==> config.mk <==
export PLATFORM = sky130hd
export DESIGN_NAME = sign_mag_accum
export DESIGN_NICKNAME = d
export VERILOG_FILES = /design/src/rtl/sign_mag_accum.sv
export SDC_FILE = /design/constraint.sdc
export NUM_CORES = 1
export LEC_CHECK = 0
export CORE_MARGIN = 1.5
export CORE_UTILIZATION = 63
export DETAILED_ROUTE_END_ITERATION = 12
export MAX_ROUTING_LAYER = met4
export PLACE_DENSITY = 0.91
export RECOVER_POWER = 100
export REMOVE_ABC_BUFFERS = 1
export SLEW_MARGIN = 5
export SYNTH_ARGS = -nofsm -noshare
export SYNTH_HDL_FRONTEND = slang
export SYNTH_SLANG_ARGS = --single-unit
==> constraint.sdc <==
create_clock -name clk -period 6.1 [get_ports clk]
set_clock_uncertainty 0.15 [all_clocks]
set_input_delay 0.915 -clock clk [delete_from_list [all_inputs] [get_ports clk]]
set_output_delay 0.915 -clock clk [all_outputs]
set_load 0.01 [all_outputs]
==> src/rtl/sign_mag_accum.sv <==
// Sign-magnitude accumulator: one operand per valid/ready transaction (add, sub, load, clear),
// compare-then-write pipeline with sticky overflow flag; saturating or wrapping per SAT.
module sign_mag_accum #(
  parameter int N   = 8,
  parameter bit SAT = 1'b1
) (
  input  logic         clk,
  input  logic         reset_n,
  input  logic         in_valid,
  output logic         in_ready,
  input  logic [1:0]   op,
  input  logic [N-1:0] din,
  input  logic         ovf_clr,
  output logic [N-1:0] acc,
  output logic         out_valid,
  output logic         ovf
);

  localparam int M = N - 1;

  localparam logic [1:0] OP_ADD  = 2'b00;
  localparam logic [1:0] OP_SUB  = 2'b01;
  localparam logic [1:0] OP_LOAD = 2'b10;
  localparam logic [1:0] OP_CLR  = 2'b11;

  typedef enum logic [1:0] {
    S_IDLE  = 2'b00,
    S_CMP   = 2'b01,
    S_WRITE = 2'b10
  } state_t;

  // Only a same-sign sum can carry into bit M; a difference of ordered magnitudes cannot.
  function automatic logic [M-1:0] sat_mag(input logic [M:0] sum);
    if (sum[M]) begin
      return SAT ? {M{1'b1}} : sum[M-1:0];
    end
    return sum[M-1:0];
  endfunction

  // Any zero magnitude is forced to +0 so that -0 never reaches the accumulator.
  function automatic logic [N-1:0] norm(input logic sgn, input logic [M-1:0] mag);
    return (mag == '0) ? '0 : {sgn, mag};
  endfunction

  state_t         r_state;
  logic           r_in_ready;
  logic           r_out_valid;
  logic [N-1:0]   r_acc;
  logic           r_ovf;

  logic [1:0]     r_op_p0;
  logic [N-1:0]   r_din_p0;
  logic [M-1:0]   r_big_p1;
  logic [M-1:0]   r_small_p1;
  logic           r_sign_p1;
  logic           r_same_p1;

  logic [M-1:0]   w_a_mag;
  logic [M-1:0]   w_b_mag;
  logic           w_b_sign;
  logic           w_a_ge;
  logic [M:0]     w_sum;
  logic [N-1:0]   w_acc_nxt;
  logic           w_ovf_evt;

  // Stage p0 -> p1: operand B (sign flipped for sub) ordered against the accumulator.
  assign w_a_mag  = r_acc[M-1:0];
  assign w_b_mag  = r_din_p0[M-1:0];
  assign w_b_sign = r_din_p0[N-1] ^ (r_op_p0 == OP_SUB);
  assign w_a_ge   = (w_a_mag >= w_b_mag);

  // Stage p1 -> acc: magnitude add or subtract, then overflow handling and normalisation.
  assign w_sum = r_same_p1 ? ({1'b0, r_big_p1} + {1'b0, r_small_p1})
                           : ({1'b0, r_big_p1} - {1'b0, r_small_p1});

  always_comb begin
    w_acc_nxt = r_acc;
    w_ovf_evt = 1'b0;
    case (r_op_p0)
      OP_ADD, OP_SUB: begin
        w_ovf_evt = w_sum[M];
        w_acc_nxt = norm(r_sign_p1, sat_mag(w_sum));
      end
      OP_LOAD: w_acc_nxt = norm(r_din_p0[N-1], r_din_p0[M-1:0]);
      OP_CLR:  w_acc_nxt = '0;
    endcase
  end

  always_ff @(posedge clk) begin
    if (!reset_n) begin
      r_state     <= S_IDLE;
      r_in_ready  <= 1'b1;
      r_out_valid <= 1'b0;
      r_acc       <= '0;
      r_ovf       <= 1'b0;
    end else begin
      r_out_valid <= 1'b0;
      case (r_state)
        S_IDLE: begin
          if (in_valid) begin
            r_in_ready <= 1'b0;
            r_state    <= op[1] ? S_WRITE : S_CMP;
          end
        end
        S_CMP: r_state <= S_WRITE;
        S_WRITE: begin
          r_state     <= S_IDLE;
          r_in_ready  <= 1'b1;
          r_acc       <= w_acc_nxt;
          r_out_valid <= 1'b1;
        end
        default: begin
          r_state    <= S_IDLE;
          r_in_ready <= 1'b1;
        end
      endcase
      // A new overflow beats a simultaneous clear request.
      if ((r_state == S_WRITE) && w_ovf_evt) begin
        r_ovf <= 1'b1;
      end else if (ovf_clr) begin
        r_ovf <= 1'b0;
      end
    end
  end

  always_ff @(posedge clk) begin
    if ((r_state == S_IDLE) && in_valid) begin
      r_op_p0  <= op;
      r_din_p0 <= din;
    end
    if (r_state == S_CMP) begin
      r_same_p1 <= (r_acc[N-1] == w_b_sign);
      if (w_a_ge) begin
        r_big_p1   <= w_a_mag;
        r_small_p1 <= w_b_mag;
        r_sign_p1  <= r_acc[N-1];
      end else begin
        r_big_p1   <= w_b_mag;
        r_small_p1 <= w_a_mag;
        r_sign_p1  <= w_b_sign;
      end
    end
  end

  assign in_ready  = r_in_ready;
  assign out_valid = r_out_valid;
  assign acc       = r_acc;
  assign ovf       = r_ovf;

endmodule

# --- Yosys cells after proc, flatten, opt, wreduce, memory -nomap -nowiden ---
# Index checks and enable logic that the tools add are counted.
totals:
  word_cells: 53
  register_bits: 39
op_classes:
  n_lt_le_gt_ge: 1
  reduce_logical: 9
  n_eq_ne: 7
  mux: 21
  n_addsub: 2
  bitwise_logic: 2
op_table:
  columns: ["cell", "n"]
  rows:
  - ["$mux 7", 5]
  - ["$mux 8", 3]
  - ["$pmux 8 s3", 1]
  - ["$logic_not 7->1", 2]
  - ["$add 7x7->8", 1]
  - ["$mux 1", 8]
  - ["$sub 7x7->8", 1]
  - ["$ge 7x7->1", 1]
  - ["$eq 2x2->1 const B", 3]
  - ["$eq 2x1->1 const B", 2]
  - ["$logic_not 2->1", 2]
  - ["$mux 2", 2]
  - ["$pmux 2 s2", 1]
  - ["$logic_and 1x1->1", 2]
  - ["$ne 2x2->1 const B", 1]
  - ["$pmux 1 s2", 1]
  - ["$reduce_and 2->1", 1]
  - ["$reduce_bool 2->1", 1]
  - ["$reduce_or 2->1", 1]
  - ["$eq 1x1->1", 1]
  - ["$not 1->1", 1]
  - ["$xor 1x1->1", 1]

# --- Depth between registers and ports, before layout ---
logic_depth:
  word_depth: 9
  ltp_mapped: 10
  depth_no_buf: 10

# --- Least setup slack after synthesis ---
# No wires, ideal clock.
synth_path:
  kind: "register -> register"
  from: "register r_small_p1[0]"
  to: "register r_acc[4] (netlist: acc[4])"
  stages_incl_launch_ff: 10
  path_slack_ps: 3481
  period_less_slack_ps: 2619
  arrival_time_ps: 2348
  t_required_ps: 5828
  cell_sequence: "edfxtp_1 -> inv_1 -> ha_1 -> mux2_2 -> ha_1 -> a211oi_2 -> o21ai_2 -> a21o_1 -> and2_4 -> o311a_1"
synth_between:
  elab_chain_cells: 9
  word_cells_on_any_way: 10
  classes_between: "add/sub: 2; mux: 7; reduce/logical: 1"
synth_rtl:
  columns: ["item", "line_no", "text"]
  rows:
  - ["start: declaration", "54", "logic [M-1:0] r_small_p1;"]
  - ["start signal: assignment", "135", "r_small_p1 <= w_b_mag;"]
  - ["start signal: assignment", "139", "r_small_p1 <= w_a_mag;"]
  - ["$sub 7x7->8 or $add 7x7->8 (tied branches)", "74, 73", null]
  - ["$mux 8 *", "73", "assign w_sum = r_same_p1 ? ({1'b0, r_big_p1} + {1'b0, r_small_p1})"]
  - ["$mux 1", "34", "if (sum[M]) begin"]
  - ["$mux 1", "79", "case (r_op_p0)"]
  - ["$mux 7 *", "37", "return sum[M-1:0];"]
  - ["$mux 7 *", "79", null]
  - ["$logic_not 7->1", "42", "return (mag == '0) ? '0 : {sgn, mag};"]
  - ["$mux 8 *", "42", null]
  - ["$pmux 8 s3 *", "79", null]
  - ["end signal: assignment", "109", "r_acc <= w_acc_nxt;"]
  - ["end: declaration", "48", "logic [N-1:0] r_acc;"]
# Every way passes the cells marked *; elsewhere a longest branch is shown, timed or not. The select of a mux whose other input is x is not followed.
# A chain may end at the register's enable or synchronous reset.

# --- Worst setup path in the final report ---
layout_path:
  from: "register r_acc[0] (netlist: acc[0])"
  to: "register r_small_p1[4] (data pin)"
layout_between:
  elab_chain_cells: 2
layout_rtl:
  columns: ["item", "line_no", "text"]
  rows:
  - ["$ge 7x7->1", "70", "assign w_a_ge = (w_a_mag >= w_b_mag);"]
  - ["$mux 7", "133", "if (w_a_ge) begin"]
# Every way passes these cells.

==> flow_summary.json <==
{
  "run_status": "completed",
  "fin_util_pct": 73.6,
  "cts_sinks": 39,
  "clockPowerShare_pct": 28.1,
  "ys.warnings.count": 0,
  "cts.htree.levels": 2,
  "synth.cell_area_um2": 2830,
  "die_h_um": 70.0,
  "register_area_share_after_synthesis_pct": 36.8,
  "crit_start": "acc[0]$_SDFFE_PN0P_",
  "route.detailed.wl_per_inst_um": 18.4,
  "detail_route.iter0.violations": 218,
  "worstPathRequired_ps": 5950,
  "worst_skew_pair.late_latency_ps": 290,
  "period_share_pct": 58.6,
  "netlist_top_cells_area": "edfxtp_1 28%, dfxtp_1 9.2%, o211ai_1 8.8%",
  "io_pins": 25,
  "die_w_um": 70.0,
  "grt_start_max_net_pins": 31,
  "cellPowerDensity_nw_per_um2": 215,
  "logic_gate_share_of_total_power_pct": 25.0,
  "critical_path.endpoint_type": "register",
  "synth_top_flop_cell": "edfxtp_1",
  "worstMarginPinSlew_ps": 1270,
  "seq_power_share_pct": 46.9,
  "netlist.area_leader.share_pct": 27.6,
  "arrival_ps": 3420,
  "flow.area_growth_from_synthesis_pct": 12.6,
  "cts-root-buf": "clkbuf_8",
  "remaining_drc_errors": 0,
  "final_period_minus_worst_setup_slack_ps": 3570,
  "min_path_type": "reg -> reg",
  "critical_path_start_end_classification": "reg -> reg",
  "design.die.area_um2": 4900,
  "cap_viol_max_count": 0,
  "maxSlewViolCount": 0,
  "ys_async_sr_fraction_pct": 0,
  "placement.io_buffers": 24,
  "power.static_leakage_nw": 1.15,
  "reg2reg_from": "acc[0]$_SDFFE_PN0P_",
  "setup_ws_ps": 2530,
  "postCtsSetupRepairBufs": 0,
  "routabilityCongestion": 0.934,
  "count_of_flip_flops_with_a_built_in_enable_after_synthesis": 26,
  "initial_utilization_pct": 65.3,
  "power.internal_mw": 0.473,
  "grt_antenna_before_repair": 0,
  "report.final.setup_viol": 0,
  "worst_hold_slack_ps": 371,
  "layout_cell_share_with_drive_strength_beyond_1_pct": 5.06,
  "worst_hold_startpoint": "ovf$_SDFFE_PN0P_",
  "grt_pass1_vias": 2397,
  "tritoncts": "done",
  "swShare_pct": 30.7,
  "numCtsBuffers": 5,
  "timing_hold_violations_final": 0,
  "synthDominantAreaCellType": "edfxtp_1",
  "insertedDiodeCount": 0,
  "cts_repair_resize_count": 0,
  "totalWireLength_um": 7150,
  "grt_first_pass_wirelength_um": 11800,
  "dp_hpwl_um": 5140,
  "worst-path-max-fanout": 17,
  "synth-seq-cells": 39,
  "top_achievable_clock_speed_mhz": 280,
  "core_um2": 4320,
  "drt.antenna.violating_nets": 0,
  "nNetsFinal": 365,
  "detail_route.first_pass.iterations": 5,
  "grt_setup_unrepaired": "no",
  "clkSlewWorstSetupHoldPaths_ps": 80,
  "place_worst_setup_slack_ps": 3100,
  "synthCells": 319,
  "vias_after_detailed_routing": 2622,
  "routed_via_density": 6.76,
  "finalSetupTns_ps": 0,
  "total_global_routing_overflow": 0,
  "clk_path_buf_depth": 2,
  "worstSetupStartpointType": "register",
  "num_rows": 24,
  "cts-hold-fix-buffers": 0,
  "worst_ir_drop_vdd_mv": 0.179,
  "syn-mean-instance-area_um2": 8.86,
  "power.switching_mw": 0.209,
  "worst_slew_margin_rel_pct": 15.3,
  "yosysUniqueCellTypes": 47,
  "groute.usage.overall_pct": 31.3
}
[Yosys cell counts, types with 2 or more instances]
cell,n
a211oi_1,3
a21o_1,3
a21oi_1,16
a31oi_1,6
and3b_1,2
clkbuf_1,18
dfxtp_1,13
edfxtp_1,26
ha_1,15
inv_1,14
nand2_1,32
nand2b_1,14
nand3_1,19
nand4_1,2
nor2_1,12
nor2b_1,5
nor3_1,12
nor3b_1,9
o211ai_1,33
o21a_1,2
o21ai_0,19
o21bai_1,2
o311a_1,9
xnor2_1,5
xor2_1,6
[critical path, cell delays in order (launching register included)]
cell and delay, ps:
dfxtp_1 500, inv_1 130, ha_1 300, nand2b_1 170
a21o_1 210, a21oi_1 990, o21a_1 600, o211ai_1 230
[placed cells by master, fill, tap and decap left out, drive strengths merged, types with 6 or more instances in the layout]
cell / netlist / routed
a21oi: 17 / 17
a31oi: 6 / 6
clkbuf: 18 / 9
dfxtp: 13 / 13
dlygate4sd3: 0 / 23
edfxtp: 26 / 26
ha: 15 / 15
inv: 14 / 15
nand2: 32 / 32
nand2b: 14 / 14
nand3: 19 / 19
nor2: 12 / 12
nor3: 12 / 12
nor3b: 9 / 9
o211ai: 34 / 34
o21ai: 20 / 20
o311a: 9 / 9
xor2: 6 / 6
[path summary, 6_finish.rpt]
kind	depth (start not counted)	endpoint	slack, ps
hold reg to reg	2	ovf$_SDFFE_PN0P_	370
hold / removal	2	ovf$_SDFFE_PN0P_	370
setup / recovery	7	r_small_p1[4]$_DFFE_PP_	2530
setup reg to reg	7	r_small_p1[4]$_DFFE_PP_	2530
[metrics by stage]
step           cell area (um^2)  std cells  power [mW]
2_1_floorplan              2750        299       0.437
3_3_place_gp               3090        380       0.489
3_5_place_dp               3090        380       0.496
4_1_cts                    3190        388       0.685
5_1_grt                    3180        388       0.712
6_report                   3180        388       0.683
[power groups by stage]
stage,Sequential [mW],Combinational [mW],Clock [mW]
finish,0.320,0.170,0.192
global route,0.322,0.187,0.203
CTS,0.319,0.173,0.194
detailed placement,0.325,0.172,0
global placement,0.324,0.165,0
floorplan,0.321,0.117,0
[sequential cells by signal, indices dropped and copies added, names as in the netlist, 2 cells and up]
signal and cells:
r_op_p0 2, r_din_p0 8, r_small_p1 7, r_state 2, r_big_p1 7, acc 8
[per-layer routing]
layer / GRT usage (%) / routed length [um] / vias to the layer above
met3: 4.47 / 696 / 24
met5: - / 0 / -
met2: 50.4 / 3440 / 170
met1: 40.5 / 2800 / 1196
li1: - / - / 1232
met4: 12.0 / 216 / 0
[logic make-up after synthesis]
group	count (synthesis)	share of synthesized area (%)
xor+xnor	11	3.41
mux	1	0.399
compound gates	103	26.4
flops	39	36.8
fa+ha+maj	16	7.35
buf+inv	34	4.56
simple gates	115	21.1
[layout make-up]
cell class	count	area (um^2)
Clock buffer	7	96.3
Fill cell	328	1140
Timing Repair Buffer	29	270
Clock inverter	1	6.26
Multi-Input combinational cell	246	1650
Sequential cell	39	1040
Inverter	14	52.6
Tap cell	52	65.1
No activity file was read; power rests on OpenSTA's default activity.
